==> src/rtl/io_port_hub_pkg.sv <==
// Shared constants for io_port_hub: device map, register map and a W1C helper.
package io_port_hub_pkg;

  localparam int DEV_LED = 0;
  localparam int DEV_SW  = 1;
  localparam int DEV_BTN = 2;
  localparam int DEV_TMR = 3;

  localparam int REG_LED_VAL    = 0;
  localparam int REG_SW_VAL     = 0;
  localparam int REG_BTN_LEVEL  = 0;
  localparam int REG_BTN_PRESS  = 1;
  localparam int REG_TMR_EN     = 0;
  localparam int REG_TMR_PERIOD = 1;
  localparam int REG_TMR_COUNT  = 2;
  localparam int REG_TMR_WRAP   = 3;

  // Sticky flag with write-one-to-clear; a same-cycle set beats the clear.
  function automatic logic w1c_next(input logic cur, input logic set, input logic clr);
    return set | (cur & ~clr);
  endfunction

endpackage

==> src/rtl/io_debounce.sv <==
// Two-flop synchroniser followed by a counter debouncer for one raw input.
module io_debounce #(
  parameter int DEB_CYCLES = 1000
) (
  input  logic clk,
  input  logic rst,
  input  logic din,
  output logic level,
  output logic rise
);

  localparam int CNT_W = (DEB_CYCLES < 2) ? 1 : $clog2(DEB_CYCLES + 1);

  logic [1:0]       sync_reg;
  logic             level_reg, level_next;
  logic [CNT_W-1:0] cnt_reg, cnt_next;
  logic             differ, expire;

  always_ff @(posedge clk or posedge rst) begin
    if (rst) begin
      sync_reg  <= '0;
      level_reg <= 1'b0;
      cnt_reg   <= '0;
    end else begin
      sync_reg  <= {sync_reg[0], din};
      level_reg <= level_next;
      cnt_reg   <= cnt_next;
    end
  end

  // The level flips on the DEB_CYCLES-th consecutive cycle of disagreement.
  always_comb begin
    differ     = (sync_reg[1] != level_reg);
    expire     = differ && (cnt_reg == CNT_W'(DEB_CYCLES - 1));
    level_next = level_reg;
    cnt_next   = cnt_reg;
    if (!differ) begin
      cnt_next = '0;
    end else if (expire) begin
      cnt_next   = '0;
      level_next = ~level_reg;
    end else begin
      cnt_next = cnt_reg + 1'b1;
    end
  end

  assign level = level_reg;
  assign rise  = expire & ~level_reg;

endmodule

==> src/rtl/io_port_hub.sv <==
// Memory-mapped IO hub: LED register, synchronised switches, debounced button
// with press flag, and a free-running period timer with wrap flag.
module io_port_hub
  import io_port_hub_pkg::*;
#(
  parameter int DATA_W     = 16,
  parameter int DEV_W      = 3,
  parameter int REG_W      = 2,
  parameter int N_LED      = 8,
  parameter int N_SW       = 8,
  parameter int DEB_CYCLES = 1000
) (
  input  logic              clk,
  input  logic              rst,
  input  logic [DEV_W-1:0]  dev_sel,
  input  logic [REG_W-1:0]  reg_sel,
  input  logic [DATA_W-1:0] data_in,
  input  logic              we,
  output logic [DATA_W-1:0] data_out,
  output logic [N_LED-1:0]  Led,
  input  logic [N_SW-1:0]   sw,
  input  logic              btnS
);

  logic [DATA_W-1:0] led_reg, led_next;
  logic [N_SW-1:0]   sw_sync;
  logic              btn_level, btn_rise;
  logic              press_reg, press_next;
  logic              tmr_en_reg, tmr_en_next;
  logic [DATA_W-1:0] period_reg, period_next;
  logic [DATA_W-1:0] count_reg, count_next;
  logic              wrap_reg, wrap_next;
  logic              wrap_set;
  logic              sel_led, sel_btn, sel_tmr;
  logic [DATA_W-1:0] rd_data;

  genvar gi;
  generate
    for (gi = 0; gi < N_SW; gi++) begin : g_sw_sync
      logic meta_reg, sync_reg;
      always_ff @(posedge clk or posedge rst) begin
        if (rst) begin
          meta_reg <= 1'b0;
          sync_reg <= 1'b0;
        end else begin
          meta_reg <= sw[gi];
          sync_reg <= meta_reg;
        end
      end
      assign sw_sync[gi] = sync_reg;
    end
  endgenerate

  io_debounce #(
    .DEB_CYCLES(DEB_CYCLES)
  ) u_btn_deb (
    .clk  (clk),
    .rst  (rst),
    .din  (btnS),
    .level(btn_level),
    .rise (btn_rise)
  );

  assign sel_led = (dev_sel == DEV_W'(DEV_LED));
  assign sel_btn = (dev_sel == DEV_W'(DEV_BTN));
  assign sel_tmr = (dev_sel == DEV_W'(DEV_TMR));

  always_ff @(posedge clk or posedge rst) begin
    if (rst) begin
      led_reg    <= '0;
      press_reg  <= 1'b0;
      tmr_en_reg <= 1'b0;
      period_reg <= '0;
      count_reg  <= '0;
      wrap_reg   <= 1'b0;
    end else begin
      led_reg    <= led_next;
      press_reg  <= press_next;
      tmr_en_reg <= tmr_en_next;
      period_reg <= period_next;
      count_reg  <= count_next;
      wrap_reg   <= wrap_next;
    end
  end

  // Timer advance uses the pre-write enable/period; writes land alongside.
  always_comb begin
    led_next    = led_reg;
    tmr_en_next = tmr_en_reg;
    period_next = period_reg;
    count_next  = count_reg;
    wrap_set    = tmr_en_reg && (count_reg >= period_reg);

    if (tmr_en_reg) begin
      count_next = wrap_set ? '0 : count_reg + 1'b1;
    end

    if (we && sel_led && reg_sel == REG_W'(REG_LED_VAL)) begin
      led_next = data_in;
    end
    if (we && sel_tmr && reg_sel == REG_W'(REG_TMR_EN)) begin
      tmr_en_next = data_in[0];
    end
    if (we && sel_tmr && reg_sel == REG_W'(REG_TMR_PERIOD)) begin
      period_next = data_in;
    end

    press_next = w1c_next(press_reg, btn_rise,
                          we && sel_btn && reg_sel == REG_W'(REG_BTN_PRESS) && data_in[0]);
    wrap_next  = w1c_next(wrap_reg, wrap_set,
                          we && sel_tmr && reg_sel == REG_W'(REG_TMR_WRAP) && data_in[0]);
  end

  always_comb begin
    rd_data = '0;
    if (sel_led) begin
      if (reg_sel == REG_W'(REG_LED_VAL)) rd_data = led_reg;
    end else if (dev_sel == DEV_W'(DEV_SW)) begin
      if (reg_sel == REG_W'(REG_SW_VAL)) rd_data = DATA_W'(sw_sync);
    end else if (sel_btn) begin
      if (reg_sel == REG_W'(REG_BTN_LEVEL)) rd_data = DATA_W'(btn_level);
      else if (reg_sel == REG_W'(REG_BTN_PRESS)) rd_data = DATA_W'(press_reg);
    end else if (sel_tmr) begin
      case (reg_sel)
        REG_W'(REG_TMR_EN):     rd_data = DATA_W'(tmr_en_reg);
        REG_W'(REG_TMR_PERIOD): rd_data = period_reg;
        REG_W'(REG_TMR_COUNT):  rd_data = count_reg;
        default:                rd_data = DATA_W'(wrap_reg);
      endcase
    end
  end

  assign data_out = rd_data;
  assign Led      = led_reg[N_LED-1:0];

endmodule

==> config.mk <==
export PLATFORM = sky130hd
export DESIGN_NAME = io_port_hub
export DESIGN_NICKNAME = d
export VERILOG_FILES = /design/src/rtl/io_port_hub_pkg.sv /design/src/rtl/io_debounce.sv /design/src/rtl/io_port_hub.sv
export SDC_FILE = /design/constraint.sdc
export NUM_CORES = 1
export LEC_CHECK = 0
export BUFFER_PORTS_ARGS = -buffer_cell sky130_fd_sc_hd__buf_2
export CAP_MARGIN = 20
export CORE_MARGIN = 4
export CORE_UTILIZATION = 29
export DETAILED_ROUTE_END_ITERATION = 10
export PLACE_DENSITY_LB_ADDON = 0.1
export SKIP_LAST_GASP = 1
export SLEW_MARGIN = 10
export SYNTH_ARGS = -nofsm -noshare
export SYNTH_HDL_FRONTEND = slang
export SYNTH_HIERARCHICAL = 1
export SYNTH_SLANG_ARGS = --single-unit
==> constraint.sdc <==
create_clock -name clk -period 2.9 [get_ports clk]
set_input_delay 0.29 -clock clk [delete_from_list [all_inputs] [get_ports clk]]
set_output_delay 0.29 -clock clk [all_outputs]
set_load 0.03 [all_outputs]
# Word-level counts from Yosys, hierarchy flattened
# Cells that the tools add are included.
[totals]
ff_bits = 80
latchBits = 0
mem_bits_rw = 0
mem_bits_ro = 0
in_bits = 33
output_inout_bits = 24
elab_cells = 71
memories = 0
[classes]
n_addsub = 2
mul = 0
div_mod_pow = 0
magnitude_cmp = 1
eq_ne = 8
shifts = 0
mux = 12
n_bitwise = 8
n_reduce_logical = 15
[ops]
columns = ["cell", "n"]
rows = [
  ["two-way mux 16 bit", 6],
  ["one-hot mux 16 bit (3 select lines)", 1],
  ["two-way mux 10 bit", 2],
  ["adder 16 x 1 -> 16 bit, second input constant", 1],
  [">= comparator 16 bit", 1],
  ["logical AND 1 bit", 12],
  ["adder 10 x 1 -> 10 bit, second input constant", 1],
  ["equality test 10 bit, second input constant", 1],
  ["two-way mux 8 bit", 1],
  ["equality test 3 x 2 -> 1 bit, second input constant", 2],
  ["equality test 2 bit, second input constant", 2],
  ["bitwise AND 1 bit", 3],
  ["equality test 3 x 1 -> 1 bit, second input constant", 1],
  ["logical NOT 3 bit", 1],
  ["inverter 1 bit", 3],
  ["equality test 2 x 1 -> 1 bit, second input constant", 1],
  ["logical NOT 2 bit", 1],
  ["two-way mux 1 bit", 2],
  ["OR 1 bit", 2],
  ["AND reduction 2 bit", 1],
  ["inequality test 1 bit", 1],
]

# Depth between registers and ports, before layout
[logic_depth]
depth_word = 7
depth_mapped = 8

# Cells and area by module
# Netlist, hierarchy kept.
[modules_own_cells]
columns = ["mod", "instances", "cells_per_inst", "area_each_um2"]
rows = [
  ["io_port_hub", 1, 308, 3505.9],
  ["io_debounce", 1, 61, 641.9],
]

# Least setup slack after synthesis
# OpenSTA, ideal clock, no wires.
[synth_timing]
path_type = "input port to output port"
startpoint = "in reg_sel[0]"
endpoint = "out data_out[12]"
arrival_time_ps = 1847
required_time_ps = 2610
setup_slack_ps = 763
cell_stages = 5
path_buffers = 2
cell_sequence = "buf_4 -> nor2b_1 -> clkbuf_1 -> a22oi_1 -> o21ai_0"
[synth_between]
elab_chain_len = 6
word_cells_on_any_way = 9
cone_classes = "eq/ne (2); mux (6); reduce/logical (1)"
[synth_lines]
columns = ["item", "line_no", "rtl"]
rows = [
  ["start: declaration", "io_port_hub.sv:16", "input logic [REG_W-1:0] reg_sel,"],
  ["equality test 2 bit, or another cell as far along", "io_port_hub.sv:124", "case (reg_sel)"],
  ["one-hot mux 16 bit (3 select lines)", "io_port_hub.sv:124", ""],
  ["two-way mux 16 bit", "io_port_hub.sv:123", "end else if (sel_tmr) begin"],
  ["two-way mux 16 bit", "io_port_hub.sv:120", "end else if (sel_btn) begin"],
  ["two-way mux 16 bit", "io_port_hub.sv:118", "end else if (dev_sel == DEV_W'(DEV_SW)) begin"],
  ["two-way mux 16 bit (*)", "io_port_hub.sv:116", "if (sel_led) begin"],
  ["end: declaration", "io_port_hub.sv:19", "output logic [DATA_W-1:0] data_out,"],
]
# Mark *: on every way between the ends. The rest lies on a longest branch, timed or not.

# Worst setup path after layout
[layout_timing]
startpoint = "reg count_reg[13]"
endpoint = "reg wrap_reg"
[layout_between]
elab_chain_len = 3
[layout_lines]
columns = ["item", "line_no", "rtl"]
rows = [
  ["start: declaration", "io_port_hub.sv:31", "logic [DATA_W-1:0] count_reg, count_next;"],
  ["start signal: assignment", "io_port_hub.sv:81", "count_reg <= count_next;"],
  [">= comparator 16 bit", "io_port_hub.sv:92", "wrap_set = tmr_en_reg && (count_reg >= period_reg);"],
  ["logical AND 1 bit", "io_port_hub.sv:92", ""],
  ["OR 1 bit", "io_port_hub_pkg.sv:20", "return set | (cur & ~clr);"],
  ["via wrap_next", "io_port_hub.sv:32", "logic wrap_reg, wrap_next;"],
  ["end signal: assignment", "io_port_hub.sv:82", "wrap_reg <= wrap_next;"],
  ["end: declaration", "io_port_hub.sv:32", ""],
]
# The timed path passes the listed nets, and every way through them passes these cells.
# A chain may end at the register's enable or synchronous reset.

==> impl_results.md <==
- Total core area: 13930 um^2
- Clock Latency Late Sink: 0.34 ns
- Setup violators final: 0
- Nets@finish: 477
- GRT Util Overall: 12.65%
- Most used DFF post-synth: dfrtp_1
- Layout area overhead: 18.07%
- Ys async rst share: 100.0%
- Vias per cell: just under 5
- Cells after DPL: 594
- Flop2flop setup slack: 0.62 ns
- Detailed-router iteration count before antenna repair: 4
- Top-count cell post-synth: dfrtp_1
- Global-route wire length before repair: roughly 16000 um
- Syn Area/Cell: 11.24 um^2
- # fillers: 1404
- Max Freq: 0.4382 GHz
- Starting Density: 29.77%
- Gate Count Post-Synth: 369
- Critical-path cell list: ha_1, a21o_1, a21o_1, a211oi_1, nand3_1, buf_4, a21bo_2
- CP Max Fanout: 14
- Worst clock skew: about 0.0050 ns
- Multi-input gate area: 1894 um^2
- Antenna fix cells: 0
- Crit path max-delay family: compound AO/OA/AOI/OAI gates
- Maximum root-to-sink buffer count: 2
- Final non-filler cell total: 611
- Crit path kind: flop to flop
- Cell taking the most area after synthesis: dfrtp_1
- RSZ-0062 raised after global routing: no
- Setup TNS: 0 ns
- PwrDens: 628.8 nW/um^2
- Routed Antenna Nets: 0
- Worst-Margin Slew: 0.6617 ns
- Relative slew slack: 55.83%
- Max IR drop VDD: 0.2533 mV
- Final hold violations: 0
- Status: finished, final reports clean
- First DRT Iteration DRCs: 139
- Die span in x: 127.6 um
- Clock Pin Slew Worst Setup and Hold Paths: 0.06 ns
- Overall power: 3.079 mW
- Gpl congestion: around 0.81
- Port Buf Inserts: 56
- WP buf/inv: 1
- Vias in the first global route: approximately 3000
- DR WL/cell: 15.98 um
- Cell mode on critical path: a21o_1
- Synth top cells by count: 80 x dfrtp_1, 28 x inv_1, 23 x mux2_2, 20 x nand2_1, 18 x ha_1
- Num rows: 43
- Die area: 16280 um^2
- Clk root buf: clkbuf_16
- Crit path max-delay cell type: a211oi_1
- # DRC: 0
- Post-DP HPWL: 7007 um
- CP peak stage delay: 0.52 ns
- Gr ovfl total: 0
- CTS resizes: 0
- Yosys Warn Count: 6
- Fin. max-slew vios: 0
- Synth area leaders: dfrtp_1 48%, mux2_2 6.2%, ha_1 5.4%, mux2_4 3.6%, a22oi_1 2.7%
- Min-Delay Endpoint: g_sw_sync[4].meta_reg$_DFF_PP0_
- Seq/Total Area, Yosys: 48.27%
- Antenna violations before repair: 0
- Final min period: 2.282 ns
- Largest net degree at the start of global routing: 41
- Total CTS buffers: 9
- Number of I/O pins: 57
- Max cap viols: 0
- Post-synth top area share: 48.27%
- Number of enable flip-flop cells after synthesis: 0
- HP Class: input port to flop
- Hold_sp: sw[4]
- P_leak: around 2.3 nW
- Ratio of final minimum period to clock period: 78.69%
- Worst Path Required: 3.13 ns
- Total number of vias: 2948
- Hold path cells: 1
- # clock sinks: 80
- DRT Wirelength: 9765 um
- CTS H-tree lvls: 3
- Share of cells above drive strength 1: 29.23%
- Critical Path Source Type: flop
- Synthesized net count: 420
- CP arrival: ~2.5 ns
- Die H: 127.6 um
- Worst r2r dst: wrap_reg$_DFF_PP0_
- CTS tree: built
- Crit path capture type: flop
- R2R cell count: 7
- Mapped cell area: a little over 4000 um^2
- R2R Path Start: count_reg[13]$_DFFE_PP0P_
- FF+latch count, synth: 80
- Synth unique cells: 54
- Sequential cell area: 2002 um^2
-- cell families after synthesis --
family | count (synthesis) | share of synthesized area, %
DFF | 80 | 48.27
buffers and inverters | 50 | 6.063
AOI/OAI and AO/OA | 77 | 12.13
and+or+nand+nor | 84 | 11.86
xor gates and xnor gates | 15 | 3.167
adders and majority gates | 18 | 5.430
muxes | 45 | 13.09
-- cells in the final DEF, fill, tap and decap left out, types with 3 or more instances in the layout --
cell | netlist | final
buf_4 | 10 | 9
o22ai_1 | 10 | 10
buf_2 | 3 | 56
nand4_1 | 5 | 5
nand2b_1 | 4 | 4
nor2b_1 | 3 | 3
mux2_4 | 10 | 10
nor2_1 | 10 | 10
or3_1 | 5 | 5
nand3_1 | 12 | 12
inv_1 | 28 | 27
xnor2_1 | 10 | 10
mux2i_1 | 10 | 10
a21oi_1 | 17 | 17
a22oi_1 | 15 | 15
o21ai_0 | 12 | 12
nand2_1 | 20 | 20
xor2_1 | 5 | 5
mux2_2 | 23 | 23
clkbuf_16 | 0 | 9
ha_1 | 18 | 18
a21o_1 | 4 | 4
nor3_1 | 8 | 8
dfrtp_1 | 80 | 80
-- stage by stage --
stage / cell area, um^2 / hold WS, ns / setup slack, ns / utilization [%]
CTS: 4897 / 0.03047 / 0.6277 / 35.14
global route: 4897 / 0.03426 / 0.3827 / 35.14
finish: 4897 / 0.04548 / 0.6180 / 35.14
detailed placement: 4598 / 0.3364 / 0.6419 / 33.00
floorplan: 4148 / 0.1670 / 0.7628 / -
global placement: 4598 / 0.3330 / 0.6911 / 33.00
-- final cells by class --
cell class / instances / area share, %
Inverter: 29 / 2.223
Multi-Input combinational cell: 239 / 38.68
Sequential cell: 80 / 40.88
Timing Repair Buffer: 67 / 7.716
Clock buffer: 11 / 4.752
Clock inverter: 5 / 1.150
Tap cell: 180 / 4.599
-- report_power, final --
group	switching (mW)	total [mW]	internal (mW)
clock	0.466	1.13	0.667
combinational	0.314	0.580	0.266
sequential	0.111	1.37	1.26
total	0.891	3.08	2.19
-- per-layer routing --
metal	track usage [%]	share of wire [%]
met2	18.92	44
met1	17.41	49
met5	0	0
met3	3.052	4.4
met4	5.556	2.0
-- how the worst max path moves through the flow --
stage	start	end	slack (ns)	cells after the start
global placement	count_reg[0]$_DFFE_PP0P_	wrap_reg$_DFF_PP0_	0.69	8
global route	count_reg[0]$_DFFE_PP0P_	wrap_reg$_DFF_PP0_	0.38	8
CTS	count_reg[13]$_DFFE_PP0P_	wrap_reg$_DFF_PP0_	0.63	7
floorplan	reg_sel[0]	data_out[12]	0.76	5
finish	count_reg[13]$_DFFE_PP0P_	wrap_reg$_DFF_PP0_	0.62	7
detailed placement	count_reg[13]$_DFFE_PP0P_	wrap_reg$_DFF_PP0_	0.64	7
-- repair_timing --
action,4_1_cts,5_1_grt
hold buffers,1,0
endpoints found under the hold margin,4,0
buffers inserted,0,0
Note: power is estimated with default switching activity, not from simulation.
